**src/rtl/uart_tx_fifo_pkg.sv**
```systemverilog
// rtl/uart_tx_fifo_pkg.sv - shared drain FSM encodings and FIFO sizing helper
package uart_tx_fifo_pkg;

  typedef enum logic [1:0] {
    ST_IDLE  = 2'd0,
    ST_LOAD  = 2'd1,
    ST_GUARD = 2'd2,
    ST_WAIT  = 2'd3
  } tx_state_e;

  localparam int DATA_W_DEF     = 8;
  localparam int DEPTH_LOG2_DEF = 4;

  function automatic int fifo_depth(input int depth_log2);
    return 1 << depth_log2;
  endfunction

endpackage

```
**src/rtl/iob_uart_fifo_mem.sv**
```systemverilog
// rtl/iob_uart_fifo_mem.sv - sync-write / async-read register array for UART FIFOs
module iob_uart_fifo_mem
  import uart_tx_fifo_pkg::*;
#(
  parameter int DATA_W = DATA_W_DEF,
  parameter int ADDR_W = DEPTH_LOG2_DEF
) (
  input  logic              clk_i,
  input  logic              we_i,
  input  logic [ADDR_W-1:0] waddr_i,
  input  logic [DATA_W-1:0] wdata_i,
  input  logic [ADDR_W-1:0] raddr_i,
  output logic [DATA_W-1:0] rdata_o
);

  localparam int DEPTH = fifo_depth(ADDR_W);

  logic [DATA_W-1:0] mem_q [DEPTH];

  always_ff @(posedge clk_i) begin
    if (we_i) begin
      mem_q[waddr_i] <= wdata_i;
    end
  end

  assign rdata_o = mem_q[raddr_i];

endmodule

```
**src/rtl/uart_tx_fifo.sv**
```systemverilog
// rtl/uart_tx_fifo.sv - CPU-side TX FIFO draining one byte per core tx_ready window
module uart_tx_fifo
  import uart_tx_fifo_pkg::*;
#(
  parameter int DATA_W     = DATA_W_DEF,
  parameter int DEPTH_LOG2 = DEPTH_LOG2_DEF
) (
  input  logic                  clk_i,
  input  logic                  arst_i,
  input  logic                  rst_soft_i,
  input  logic                  tx_en_i,
  input  logic                  wr_en_i,
  input  logic [DATA_W-1:0]     wr_data_i,
  input  logic                  clr_ovf_i,
  output logic                  full_o,
  output logic                  empty_o,
  output logic [DEPTH_LOG2:0]   level_o,
  output logic                  ovf_o,
  input  logic                  core_tx_ready_i,
  output logic                  core_wr_en_o,
  output logic [DATA_W-1:0]     core_tx_data_o
);

  localparam int LEVEL_W = DEPTH_LOG2 + 1;
  localparam int DEPTH   = fifo_depth(DEPTH_LOG2);
  localparam logic [LEVEL_W-1:0] LEVEL_FULL = LEVEL_W'(DEPTH);

  logic [DEPTH_LOG2-1:0] wr_ptr_q, wr_ptr_d;
  logic [DEPTH_LOG2-1:0] rd_ptr_q, rd_ptr_d;
  logic [LEVEL_W-1:0]    level_q, level_d;
  logic                  ovf_q, ovf_d;
  tx_state_e             state_q;
  logic                  core_wr_en_q;
  logic [DATA_W-1:0]     core_tx_data_q;
  logic [DATA_W-1:0]     rd_data;
  logic                  full, empty, push, pop;

  assign full  = (level_q == LEVEL_FULL);
  assign empty = (level_q == '0);
  assign push  = wr_en_i && !full;
  assign pop   = (state_q == ST_IDLE) && tx_en_i && !empty && core_tx_ready_i;

  iob_uart_fifo_mem #(
    .DATA_W (DATA_W),
    .ADDR_W (DEPTH_LOG2)
  ) u_mem (
    .clk_i   (clk_i),
    .we_i    (push && !rst_soft_i),
    .waddr_i (wr_ptr_q),
    .wdata_i (wr_data_i),
    .raddr_i (rd_ptr_q),
    .rdata_o (rd_data)
  );

  always_comb begin
    wr_ptr_d = wr_ptr_q;
    rd_ptr_d = rd_ptr_q;
    level_d  = level_q;
    ovf_d    = ovf_q;
    if (push) begin
      wr_ptr_d = wr_ptr_q + DEPTH_LOG2'(1);
    end
    if (pop) begin
      rd_ptr_d = rd_ptr_q + DEPTH_LOG2'(1);
    end
    case ({push, pop})
      2'b10:   level_d = level_q + LEVEL_W'(1);
      2'b01:   level_d = level_q - LEVEL_W'(1);
      default: level_d = level_q;
    endcase
    // A dropped push wins over a same-cycle clear so no overflow goes unreported.
    if (wr_en_i && full) begin
      ovf_d = 1'b1;
    end else if (clr_ovf_i) begin
      ovf_d = 1'b0;
    end
  end

  always_ff @(posedge clk_i or posedge arst_i) begin
    if (arst_i) begin
      wr_ptr_q <= '0;
      rd_ptr_q <= '0;
      level_q  <= '0;
      ovf_q    <= 1'b0;
    end else if (rst_soft_i) begin
      wr_ptr_q <= '0;
      rd_ptr_q <= '0;
      level_q  <= '0;
      ovf_q    <= 1'b0;
    end else begin
      wr_ptr_q <= wr_ptr_d;
      rd_ptr_q <= rd_ptr_d;
      level_q  <= level_d;
      ovf_q    <= ovf_d;
    end
  end

  // GUARD ignores tx_ready while the core is still dropping it after our write.
  always_ff @(posedge clk_i or posedge arst_i) begin
    if (arst_i) begin
      state_q        <= ST_IDLE;
      core_wr_en_q   <= 1'b0;
      core_tx_data_q <= '0;
    end else if (rst_soft_i) begin
      state_q        <= ST_IDLE;
      core_wr_en_q   <= 1'b0;
      core_tx_data_q <= '0;
    end else begin
      core_wr_en_q <= 1'b0;
      case (state_q)
        ST_IDLE: begin
          if (pop) begin
            state_q        <= ST_LOAD;
            core_wr_en_q   <= 1'b1;
            core_tx_data_q <= rd_data;
          end
        end
        ST_LOAD:  state_q <= ST_GUARD;
        ST_GUARD: state_q <= ST_WAIT;
        ST_WAIT: begin
          if (core_tx_ready_i) begin
            state_q <= ST_IDLE;
          end
        end
        default:  state_q <= ST_IDLE;
      endcase
    end
  end

  assign full_o         = full;
  assign empty_o        = empty;
  assign level_o        = level_q;
  assign ovf_o          = ovf_q;
  assign core_wr_en_o   = core_wr_en_q;
  assign core_tx_data_o = core_tx_data_q;

endmodule

```
**config.mk**
```make
export PLATFORM = sky130hd
export DESIGN_NAME = uart_tx_fifo
export DESIGN_NICKNAME = d
export VERILOG_FILES = /design/src/rtl/uart_tx_fifo_pkg.sv /design/src/rtl/iob_uart_fifo_mem.sv /design/src/rtl/uart_tx_fifo.sv
export SDC_FILE = /design/constraint.sdc
export NUM_CORES = 1
export LEC_CHECK = 0
export ABC_AREA = 1
export CORE_UTILIZATION = 30
export DETAILED_ROUTE_END_ITERATION = 7
export DONT_BUFFER_PORTS = 1
export MAX_ROUTING_LAYER = met4
export PLACE_DENSITY_LB_ADDON = 0.12
export SLEW_MARGIN = 20
export SYNTH_ARGS = -nofsm -noshare
export SYNTH_HDL_FRONTEND = slang
export SYNTH_SLANG_ARGS = --single-unit
```
**constraint.sdc**
```tcl
create_clock -name clk_i -period 3.81 [get_ports clk_i]
set_input_delay 0.1905 -clock clk_i [delete_from_list [all_inputs] [get_ports clk_i]]
set_output_delay 0.1905 -clock clk_i [all_outputs]
set_load 0.02 [all_outputs]
```
==> results by stage, run 1 <==
Critical path:
- The worst setup path is launched from a flop.
- Along the worst path, the maximum fanout reaches 18.
- In this design, the stage delay of the slowest critical-path cell is slightly above 0.9 ns.
- The worst endpoint required time is between 4 and 5 ns.
- By instance count, the cell type seen most on the critical path is nand2_1.
- The endpoint type of the worst setup path is a flop.
- The path type of the worst setup path is flop to flop.
- Counting both buffers and inverters, the worst setup path holds a total of 1.
- The dominant delay contributor by cell family on the critical path is flip-flops.
- The arrival time reported for the critical path endpoint is approximately 3 ns.
- The library cell contributing the largest single delay on the critical path is dfrtp_1.
- The critical path goes through clkinv_1 > o221ai_1 > nand3_1 > nand2_1 > nand2_1 > nand2_1.

Placed design:
- The cell count after placement is 792.
- The routability-driven placement congestion ratio is roughly 0.8.
- In this run the cell area measured after placement is roughly 6700 um^2.
- Detailed placement ended at an HPWL of 10,210 um.
- At the placement stage, the worst setup path has a slack of around 1.2 ns.
- During placement, the flow inserted port buffers numbering 0.

CTS:
- In this run, CTS created clock tree buffers numbering 17.
- After clock tree synthesis, the flow added hold-fix buffers numbering 11.
- The maximum buffer depth of the clock tree is 2.
- CTS saw 153 sinks.
- The tree is rooted in a clkbuf_16.
- After clock tree synthesis, the clock-pin slew on the worst setup and hold paths is 0.06 ns.
- Post-CTS timing repair inserted 0 buffers for setup.
- The CTS tree is built.
- Post-CTS repair changed the size of 0 cells.
- The level count of the clock H-tree is 4.
- Clock latency on the worst-skew pair, taken at its later pin, is 0.42 ns.

Detailed routing:
- The via density per instance is 5.005.
- The remaining antenna violation count after routing is 0.
- The detailed router's first-iteration violation count is 288.
- The routed via count is 4,179.
- The first-pass detailed-route iteration total is 5.
- Wires add up to 16,280 um.
- In the final routed layout, each cell accounts on average for 19.49 um.
- For this run, design rule violations remaining after detail routing come to 0.

Timing:
- The clock period minus final worst setup slack is 2.637 ns.
- The final setup slack of the worst path is 1.173 ns.
- The transition time at the pin with the least slew margin is 1.063 ns.
- Setup violations remaining at the end of the flow were counted as 0.
- Dividing the final minimum period by the clock period gives between 60% and 70%.
- On the final layout, the worst clock skew is 0.01144 ns.
- The number of pins with negative max-slew slack in the final report is 0.
- The final count of hold timing violations was 0.
- In this run the tightest slew margin relative to its limit is between 20% and 30%.
- The accumulated negative setup slack is 0 ns.
- Setup repair after global routing left no endpoint under its margin.
- The maximum operating frequency is 379.3 MHz.

Global routing:
- Global routing used 16.15% of the available tracks.
- The initial antenna violation count came to 0.
- The first global-routing pass estimated 25,140 um of wire.
- The maximum number of pins on one net before global-route repair is 67.
- The via count of the first global-routing pass came to 4,165.
- The overflow left after global routing is 0.

Run status:
- The flow ran to the end, and the final reports show no timing, DRC or antenna violations.

Synth:
- The library cell with the largest summed area after synthesis is edfxtp_1.
- The count of different cell masters after synthesis is 32.
- After synthesis the netlist holds a flip-flop and latch count of roughly 150.
- Of the post-synthesis cell area, the dominant cell type holds 59.49%.
- The cell area that synthesis handed to floorplanning was about 6500 um^2.
- Among all flip-flop cells after synthesis, the most frequent one is edfxtp_1.
- The share of flip-flops with an asynchronous set or reset after synthesis is 16.34%.
- The cell count after synthesis is 542.
- Yosys attributes the largest share of cell area to edfxtp_1 (59%), dfrtp_1 (9.7%), o21ai_0 (6.0%).
- The post-synthesis net count is 566.
- The Yosys step of the flow raised 0 warnings.
- The average instance area after synthesis is 11.92 um^2.
- The number of enable flip-flop cells after synthesis is roughly 130.
- The proportion of synthesized chip area in sequential cells is between 60 and 70%.

Worst hold path:
- The path class of the lowest-slack min-delay path is primary input to flop.

Final layout:
- The area growth from synthesis to layout is 14.37%.
- Cells with a size suffix above 1 make up 9.107% of the layout.
- The library cell used most frequently in the layout, excluding fill and tap cells, is edfxtp_1.
- The post-layout instance area is 7390 um^2.
- The number of nets in the layout is 571.
- The final antenna diode count is 0.
- The count of non-filler cells in the finished layout is 835.
- In the layout the commonest cells are edfxtp_1 (128), nor2_1 (88), o21ai_0 (78).
- Counting the fill cells in the layout gives roughly 2.1k.

Floorplan:
- The cell row count is 53.
- The area inside the core boundary is 21,090 um^2.
- In this run the count of I/O pins placed on the die edge is 32.
- The die is 148.8 um tall.
- From left edge to right edge, the die measures approximately 150 um.
- For this configuration, the core starts out at a cell density of 30.64%.
- The die covers approximately 22,000 um^2.

Power and ir drop:
- The maximum vdd ir drop is 0.0003575 V.
- In this run the static leakage power is 2.637 nW.
- Dividing total power by cell area gives a power density of 575.7 nW/um^2.

Run:
- The tool flagged a number of max-cap violations equal to 0.
==> area by class of cell <==
cell class	instances	area [um^2]	area share [%]
sequential	153	4471	60.50
clock inverter	12	148.9	2.015
inverter	31	122.6	1.659
tap	275	344.1	4.656
multi-input combinational	330	1714	23.20
clock buffer	20	456.7	6.180
timing repair buffer	14	132.6	1.795
==> where the power goes <==
part	leakage [nW]	switching, mW	internal (mW)	total [mW]
logic	0.845	0.415	0.154	0.568
clock network	0.300	0.660	1.06	1.72
registers	1.49	0.0911	1.87	1.96
==> per-stage QoR <==
step	hold slack, ns	utilization [%]	total power [mW]
CTS	0.07912	35.04	4.297
global route	0.1052	35.04	4.430
finish	0.09192	35.04	4.254
detailed placement	0.2635	31.64	2.539
global placement	0.2589	31.64	2.533
floorplan	0.2178	-	2.408
==> cells in the mapped netlist, drive strengths merged, types with 2 or more instances <==
library cell  instances
a21oi                 5
buf                  15
clkbuf               13
clkinv                3
dfrtp                25
edfxtp              128
ha                    9
inv                  28
nand2                66
nand3                42
nor2                 91
nor3                  2
o211ai                2
o21ai                79
o221ai               28
o22ai                 2
==> worst paths after layout <==
check,start,to,slack (ns),cells after the start
worst max-delay path,rd_ptr_q[2]$_DFFE_PP0P_,core_tx_data_o[4]$_DFFE_PP0P_,1.17,6
worst min-delay path,wr_en_i,wr_ptr_q[3]$_DFFE_PP0P_,0.09,3
worst max register to register,rd_ptr_q[2]$_DFFE_PP0P_,core_tx_data_o[4]$_DFFE_PP0P_,1.17,6
worst min register to register,state_q[1]$_DFFE_PP0P_,state_q[1]$_DFFE_PP0P_,0.61,2
max in group asynchronous,arst_i,rd_ptr_q[0]$_DFFE_PP0P_,2.97,2
min in group asynchronous,arst_i,core_tx_data_o[0]$_DFFE_PP0P_,0.34,2
==> routing by layer <==
metal  share of wire, %  up-vias  track usage [%]
met2                 46       90            24.60
met4                1.3        0            5.255
li1                   -     1959                -
met5                  0        -                -
met3                4.9       14            3.517
met1                 47     2116            21.41
==> registers in the layout, summed over array words and instances, names as in the netlist <==
name and count:
u_mem.mem_q 128, core_tx_data_o 8, level_o 5, rd_ptr_q 4, wr_ptr_q 4, state_q 2, core_wr_en_o 1, ovf_o 1
==> cells by family (layout without fill, tap and decap cells) <==
family                     count (synthesis)  after routing  share of synthesized area, %
AOI/OAI and AO/OA                        119            119                         11.15
xor gates and xnor gates                   1              1                        0.1356
adders and majority gates                  9              9                         1.743
buffers and inverters                     59             77                         4.299
DFF                                      153            153                         69.17
and+or+nand+nor                          201            201                         13.50
==> tightest hold or removal path: stages <==
cell	delay, ns
nand2_4	0.11
nor3_1	0.06
nor2_1	0.10
Power figures use the tool's default switching activity.
==> run 2, diff against run 1 <==
- clock period: 3.81 -> 2.7 ns (I/O delays scaled with it)
==> run 2 against run 1 <==
Effect of this change:
- clock power increased by 33%
- design area increased by 1.7%
- critical path type unchanged
- largest cell class unchanged
- wire length increased by 1.7%
- sequential power increased by 41%
- final cell count increased by 2.5%
- global-route usage increased by 0.25 points
- clock skew increased by 0.0023 ns
- sequential share of layout area decreased by 1.0 points
- critical path depth increased by 12
- clock-buffer cell count decreased by 1
- highest routed layer unchanged
- flip-flop and latch count unchanged
- die area unchanged
==> results by stage, run 2 (same netlist as run 1, synthesis figures left out) <==
Run status:
- The flow ran to the end, and the final reports show no timing, DRC or antenna violations.

Floorplan:
- The cell row count is 53.
- The effective utilization at floorplan is 30.64%.
- In this run the horizontal extent of the chip is between 100 and 150 um.
- The top-level port count is 32.
- The die outline area is 22,130 um^2.
- The total area inside the core boundary comes to 21,090 um^2.
- The die is 148.8 um tall.

Detailed routing:
- The detailed router finished its first iteration with about 240 violations.
- The remaining antenna violation count after routing is 0.
- The pre-antenna-repair detailed-routing pass consisted of 5 iterations.
- The via density per instance is 5.020.
- The final layout contains routed wiring with a total length of 16,550 um.
- The detail-routed net length per standard cell is 19.34 um.
- The post-detailed-route DRC marker count is 0.
- The routed via count is 4,297.

Timing:
- The final number of setup-violating endpoints is 0.
- Across all hold checks on the routed design, the worst slack comes to 0.03079 ns.
- The final count of hold timing violations came to 0.
- The final setup slack of the worst path is 0.5577 ns.
- The accumulated negative setup slack is 0 ns.
- Derived from the worst setup path, the maximum achievable clock frequency is around 470 MHz.
- Counting I/O delays and the setup requirement, the final critical path takes ~2.1 ns.
- Setup repair after global routing left no endpoint under its margin.
- The portion of the clock cycle consumed by the worst path in the final layout is 79.34%.
- The worst relative slew slack is between 30% and 40%.
- The number of pins with negative max-slew slack in the final report is 0.
- At the pin with the least slew margin, the transition time is 0.9981 ns.
- For the final database, setup skew stands at 0.01370 ns.

CTS:
- The clock reaches the later pin of the worst-skew pair after about 0.42 ns.
- In this run, CTS created clock tree buffers numbering 17.
- For this design, the sink count on the clock tree is 153.
- No sink is reached through more buffers than the 2 on the longest clock path.
- The clock tree synthesis step divided the H-tree into 4 levels.
- After clock tree synthesis, the clock-pin slew on the worst setup and hold paths is 0.07 ns.
- The root cell of the clock tree is clkbuf_16.
- The CTS tree is built.
- Once the clock tree was built, the setup fixing pass inserted 0 buffers.

Final layout:
- The register with the most flip-flops in the layout has approximately 130 of them.
- The library cells used most frequently in the layout, excluding fill and tap cells, are edfxtp_1 (128), nor2_1 (88), o21ai_0 (78).
- The number of nets in the layout is a little under 600.
- The fraction of final layout cells sized beyond drive strength 1 is roughly an eighth.
- The library cell used most frequently in the layout, excluding fill and tap cells, is edfxtp_1.
- The most flop-heavy register is u_mem.mem_q.
- The layout has approximately 2.1k filler cells.
- The final antenna diode count is 0.
- The area growth from synthesis to layout is 16.29%.

Power and ir drop:
- The worst-case IR drop observed on VDD is approximately 0.00044 V.
- The power density relative to cell area is 780.0 nW/um^2.
- For this design the static power due to leakage is 2.711 nW.

Worst hold path:
- The tightest min-delay check is of the primary input to flop type.

Critical path:
- The endpoint type of the worst setup path is a flop.
- The worst setup path is launched from a flop.
- The critical path is of the flop to flop type.
- The arrival time reported for the critical path endpoint is approximately 2.5 ns.
- In this run the worst path has a maximum fanout of 14.
- The worst endpoint required time is just over 3 ns.

Placed design:
- During placement, the flow inserted port buffers numbering 0.
- The post-detailed-placement half-perimeter wirelength is between 10,000 and 15,000 um.
- At the placement stage, the worst setup path has a slack of 0.5296 ns.
- The congestion estimate from routability-driven global placement came to 0.7498.

Run:
- The number of violations of the max-capacitance limit is 0.

Global routing:
- The global-route usage over all layers is between 10% and 20%.
- The initial antenna violation count is 0.
- The via count of the first global-routing pass is 4,259.
- The overflow left after global routing is 0.
- The wire length of the first global-routing pass is between 20,000 and 30,000 um.
- Entering global routing, the biggest net connects 67 pins.
[run 2: cell type report]
type                       count  area (um^2)  share of cell area [%]
inverter                      31        121.4                   1.615
timing repair buffer          35        290.3                   3.863
tap                          275        344.1                   4.580
clock buffer                  19        452.9                   6.028
clock inverter                13        120.1                   1.599
sequential                   153         4471                   59.50
multi-input combinational    330         1714                   22.81
[run 2: timing repair]
action / 4_1_cts / 5_1_grt
gates resized for setup: 0 / 0
hold buffers: 11 / 0
endpoints found under the hold margin: 159 / 0
[run 2: final timing paths]
kind | from | end | slack, ns | depth (start not counted)
max | state_q[0]$_DFFE_PP0P_ | level_o[4]$_DFFE_PP0P_ | 0.56 | 18
min | wr_en_i | wr_ptr_q[0]$_DFFE_PP0P_ | 0.03 | 3
max reg2reg | state_q[0]$_DFFE_PP0P_ | level_o[4]$_DFFE_PP0P_ | 0.56 | 18
min reg2reg | state_q[1]$_DFFE_PP0P_ | state_q[1]$_DFFE_PP0P_ | 0.57 | 2
max in group asynchronous | arst_i | rd_ptr_q[0]$_DFFE_PP0P_ | 1.93 | 2
min in group asynchronous | arst_i | level_o[0]$_DFFE_PP0P_ | 0.27 | 2
[run 2: metal layers]
layer | up-vias | global-route usage [%] | share of wire (%)
li1 | 2000 | - | -
met1 | 2190 | 21.77 | 48
met2 | 98 | 25.33 | 47
met3 | 9 | 3.823 | 4.1
met4 | 0 | 4.133 | 0.69
met5 | - | - | 0
[run 2: stage by stage]
| step | utilization, % | power [mW] | instances | cell area (um^2) |
|---|---|---|---|---|
| after floorplan | - | 3.399 | 542 | 6461 |
| after global placement | 32.39 | 3.581 | 813 | 6830 |
| after detailed placement | 32.39 | 3.593 | 813 | 6830 |
| after CTS | 35.63 | 5.919 | 856 | 7513 |
| after global routing | 35.63 | 6.123 | 856 | 7513 |
| final | 35.63 | 5.860 | 856 | 7513 |
[run 2: critical path, cell delays in order, from the launching register on]
cell and delay [ns]:
dfrtp_1 0.38, inv_1 0.10, ha_1 0.17, nand2_1 0.05, nor2_1 0.17, nand2_4 0.17, inv_4 0.13, nand2_4 0.07
nand2_1 0.08, nand2_1 0.05, inv_1 0.07, ha_1 0.14, inv_1 0.03, nand2_1 0.10, nand3_2 0.09, nand2_1 0.07
nand2_1 0.04, nand3_1 0.07, nand2_1 0.05
[run 2: power by group]
part	switching [mW]	internal, mW	total, mW
clock network	0.962	1.32	2.28
registers	0.129	2.64	2.77
logic	0.582	0.225	0.807
total	1.67	4.19	5.86
